--- config.mk ---
export PLATFORM = sky130hd
export DESIGN_NAME = up_down_counter
export DESIGN_NICKNAME = d
export VERILOG_FILES = /design/src/rtl/up_down_counter_pkg.sv /design/src/rtl/up_down_counter.sv
export SDC_FILE = /design/constraint.sdc
export NUM_CORES = 1
export LEC_CHECK = 0
export CORE_UTILIZATION = 44
export DETAILED_ROUTE_END_ITERATION = 10
export GPL_ROUTABILITY_DRIVEN = 1
export PLACE_DENSITY_LB_ADDON = 0.3
export SKIP_CTS_REPAIR_TIMING = 1
export SYNTH_ARGS = -nofsm -noshare
export SYNTH_HDL_FRONTEND = slang
export SYNTH_SLANG_ARGS = --single-unit
export TNS_END_PERCENT = 1
--- constraint.sdc ---
create_clock -name clk -period 2.26 [get_ports clk]
set_input_delay 0.678 -clock clk [delete_from_list [all_inputs] [get_ports clk]]
set_output_delay 0.678 -clock clk [all_outputs]
set_load 0.005 [all_outputs]
--- src/rtl/up_down_counter_pkg.sv ---
// Shared constants for the up/down event counter: default width and
// direction encodings.
package up_down_counter_pkg;

  localparam int UDC_WIDTH = 8;

  localparam logic MODE_UP   = 1'b0;
  localparam logic MODE_DOWN = 1'b1;

endpackage : up_down_counter_pkg

--- src/rtl/up_down_counter.sv ---
// Programmable-modulus up/down counter with a wrap pulse, a wrap counter
// and a zero indicator. One wrap every in+1 clocks in either direction.
module up_down_counter
  import up_down_counter_pkg::*;
#(
  parameter int WIDTH = UDC_WIDTH
) (
  input  logic             clk,
  input  logic             rst_n,
  input  logic             mode,
  input  logic [WIDTH-1:0] in,
  output logic [WIDTH-1:0] count,
  output logic             flag,
  output logic [WIDTH-1:0] flag_count,
  output logic             zero
);

  localparam logic [WIDTH-1:0] ONE = WIDTH'(1);

  logic [WIDTH-1:0] r_count;
  logic             r_flag;
  logic [WIDTH-1:0] r_flag_count;

  logic             w_wrap;
  logic [WIDTH-1:0] w_next;

  // Up mode wraps on >= so that lowering `in` below the current count
  // recovers on the very next edge instead of running through 2^WIDTH.
  always_comb begin
    w_wrap = 1'b0;
    w_next = r_count;
    if (mode == MODE_UP) begin
      w_wrap = (r_count >= in);
      w_next = w_wrap ? '0 : r_count + ONE;
    end else begin
      w_wrap = (r_count == '0);
      w_next = w_wrap ? in : r_count - ONE;
    end
  end

  // rst_n is active-high despite its name.
  always_ff @(posedge clk) begin
    if (rst_n) begin
      r_count      <= '0;
      r_flag       <= 1'b0;
      r_flag_count <= '0;
    end else begin
      r_count <= w_next;
      r_flag  <= w_wrap;
      if (w_wrap) begin
        r_flag_count <= r_flag_count + ONE;
      end
    end
  end

  assign count      = r_count;
  assign flag       = r_flag;
  assign flag_count = r_flag_count;
  assign zero       = (r_count == '0);

endmodule : up_down_counter

# [After elaboration in Yosys (flattened, before gate mapping)]
# Cells that the tools add are included.
[word_totals] ff_bits=17 out_inout_bits=18
[op_classes] muxes=4 n_addsub=3 magnitude_cmp=1 reduce_logical=1
[ops] operator="$mux W8" count=3
[ops] operator="$add A8 B1 Y8 const B" count=2
[ops] operator="$ge A8 B8 Y1" count=1
[ops] operator="$logic_not A8 Y1" count=1
[ops] operator="$sub A8 B1 Y8 const B" count=1
[ops] operator="$mux W1" count=1

# [Depth between registers and ports, before layout]
[logic_depth] depth_word=3 depth_mapped=10 mapped_depth_nobuf=8

# [Worst setup path before layout]
# No wires, ideal clock.
[synth_path] path_type="reg2reg" start="register r_count[0] (netlist: count[0])" end="register r_flag_count[7] (netlist: flag_count[7])" arrival_time_ns=2.285 slack_ns=-0.095 n_path_buf=1 t_required_ns=2.190 path_stages_with_launch=10 setup_time_ns=0.070 synth_period_minus_slack_ns=2.355 cell_sequence="dfxtp_1 inv_1 ha_1 or3b_2 or2_1 buf_6 inv_6 o221ai_2 or4_1 a21oi_1"
[synth_between] elab_chain_len=2
[synth_rtl] item="start, declared" line="up_down_counter.sv:20" source="logic [WIDTH-1:0] r_count;"
[synth_rtl] item="start signal, assigned" line="up_down_counter.sv:48" source="r_count <= w_next;"
[synth_rtl] item="$logic_not A8 Y1"
[synth_rtl] item="net zero" line="up_down_counter.sv:15" source="output logic zero"
[synth_rtl] item="$mux W1" line="up_down_counter.sv:32" source="if (mode == MODE_UP) begin"
[synth_rtl] item="end signal, assigned" line="up_down_counter.sv:51" source="r_flag_count <= r_flag_count + ONE;"
[synth_rtl] item="end, declared" line="up_down_counter.sv:22" source="logic [WIDTH-1:0] r_flag_count;"
# The timed path passes the listed nets, and every way through them passes these cells.
# A chain may end at the register's enable or synchronous reset.

# [Final worst setup path]
[layout_path] start="register r_count[1] (netlist: count[1])" end="output port zero"
[layout_between] elab_chain_len=1
[layout_rtl] item="$logic_not A8 Y1" line="up_down_counter.sv:59" source="assign zero = (r_count == '0);"
[layout_rtl] item="end, declared" line="up_down_counter.sv:15"
# Every way passes these cells.

==> results.ini <==
[sta]
relSlewSlack = 0.802
setup_tns_ps = -43.4
rsz0062_at_grt = yes
finalHoldViolCount = 0
fin_ws_ps = -43.4
fin_skew_ps = 6.93
fmax_mhz = 434
setup_viol = 1
whs_ps = 500
worstMarginPinSlew_ps = 296
report.final.slew_viol_count = 0
period_needed_ps = 2300
min_period_over_period = 1.02

[power]
irDropWorstVdd_mv = 0.884
powerDensity_nw_per_um2 = 1330
p_leak_nw = 0.797
power_mw = 2.42

[place]
gp_congestion = 0.845
detailed_place.area_um2 = 1680
port_buffers = 28
dpl.hpwl_um = 2420

[critical_path]
critPathRequiredTime_ps = 1580
slowest_delay_ps = 380
path_class = flop to output pin
arrival_ps = 1630
start_kind = flop
end_kind = output pin
path_max_fanout = 2
cpMaxStageDelayCell = or3b_4
crit_chain = inv_2, ha_4, or3b_4, or2_4, clkinv_4, buf_6

[drt]
first_pass_iters = 5
ant_nets = 0
wl_um = 3450
drc = 0
avgViaCountPerCell = 5.71
avgRoutedWirePerCell_um = 14.9
via_count = 1324
drt-initial-drc-count = 42

[global_route]
grt_use_total = 0.235
first_global_vias = 1068
antenna_found_initial = 0
grt_first_pass_wirelength_um = 4890
grt_overflow = 0
grt_max_degree = 18

[clocking]
clock_sinks = 17
htreeDepth = 1
clock_tree.root_cell = clkbuf_4
clk_latency_ps = 300
clk_path_buf_depth = 2
clk_pin_slew_ps = 110
cts_tree = done
cts_made_buffers = 3

[synthesis]
ys_types = 35
syn_inst = 151
ys_ff_latch = 17
synth_ff_type = dfxtp_1
ys_seq_area_frac = 0.281
synth.most_common_cell = dfxtp_1
yosys-top-cells-area = dfxtp_1 28%, ha_1 12%, a21oi_1 5.8%
synthArstFlopShare = 0
yosysWarnings = 0
synth_nets = 174
synth_top_cell_area_share = 0.281
postSynthAreaPerCell_um2 = 8.02
synth_common_cells = 17 x dfxtp_1, 14 x a21oi_1, 14 x nand2_1
netlist_area_um2 = 1210
synth_top_cell_by_area = dfxtp_1
synth_edf_count = 0

[floorplanning]
die_x_um = 54.5
die_h_um = 54.5
initial_core_util = 0.476
core_area_um2 = 2540
io_pins = 29
die_area_um2 = 2970
row_count = 18

[run_status]
failed_checks = negative setup slack
outcome = finished, violations left

[cells_and_area]
area_growth_pct = 49.6
stdcell_area_um2 = 1810
final_layout_size_suffix_gt1_frac = 0.238
diodes = 0
layout.nets = 226

[hold_path]
min_path_type = flop to flop

[job]
cap_violations = 0

-- flip-flops by register name, indices dropped and copies added (netlist names) --
signal / flops
count: 8
flag: 1
flag_count: 8
-- path summary, 6_finish.rpt --
path	startpoint	end	slack, ps	cells after the start
max	count[1]$_SDFF_PP0_	zero	-40	6
min	flag_count[7]$_SDFFE_PP0P_	flag_count[7]$_SDFFE_PP0P_	500	2
max reg2reg	count[1]$_SDFF_PP0_	flag_count[7]$_SDFFE_PP0P_	30	9
min reg2reg	flag_count[7]$_SDFFE_PP0P_	flag_count[7]$_SDFFE_PP0P_	500	2
-- kinds of logic (layout without fill, tap and decap cells) --
group,count (synthesis),count (layout),synth area share
compound gates,37,38,0.199
buf+inv,21,71,0.0888
fa+ha+maj,12,12,0.124
flops,17,17,0.281
simple gates,53,53,0.225
xor+xnor,9,9,0.0651
mux,2,2,0.0165
-- placed cells by master, fill, tap and decap left out, types with 3 or more instances in the layout --
cell,n
buf_4,26
clkdlybuf4s50_1,19
nand2_1,14
a21oi_1,14
dfxtp_1,14
inv_1,9
nand3_1,9
nor2_1,9
ha_1,9
dlymetal6s2s_1,8
xnor2_1,6
o21ai_0,6
or3_1,6
o211ai_1,5
inv_2,3
o31ai_1,3
xor2_1,3
nor3_1,3
ha_4,3
clkbuf_4,3
dfxtp_2,3
-- per-layer routing --
| metal | GRT usage | part of all wire | up-vias |
|---|---|---|---|
| met1 | 0.316 | 0.45 | 615 |
| met4 | 0.0641 | 0.013 | 0 |
| met5 | 0 | 0 | - |
| met3 | 0.0333 | 0.066 | 8 |
| li1 | - | - | 649 |
| met2 | 0.388 | 0.47 | 52 |
-- power by group --
part / leakage, nW / switching [mW] / internal [mW]
registers: 0.140 / 0.0635 / 0.391
clock network: 0.0177 / 0.108 / 0.0661
logic: 0.640 / 0.858 / 0.931
total: 0.797 / 1.03 / 1.39
-- area by class of cell --
| cell class | count | area (um2) |
|---|---|---|
| multi-input cells | 114 | 852 |
| fillers | 204 | 733 |
| repair buffers | 54 | 497 |
| flip-flops and latches | 17 | 344 |
| inverters | 13 | 53.8 |
| well taps | 30 | 37.5 |
| clock buffers | 3 | 22.5 |
| clock inverters | 1 | 5.00 |
-- through the flow --
stage	setup slack (ps)	utilization	std cells
final	-43.4	0.712	232
after global routing	-89.1	0.712	232
after CTS	-664	0.671	230
after detailed placement	-682	0.660	226
after global placement	-623	0.660	226
after floorplan	-3.82	-	151
-- critical path: cells and delay by family, from the launching register on --
| family | cells | cell delay [ps] |
|---|---|---|
| adders and majority gates | 1 | 140 |
| buffers and inverters | 3 | 200 |
| DFF | 1 | 340 |
| and+or+nand+nor | 2 | 640 |
Power figures use the tool's default switching activity.
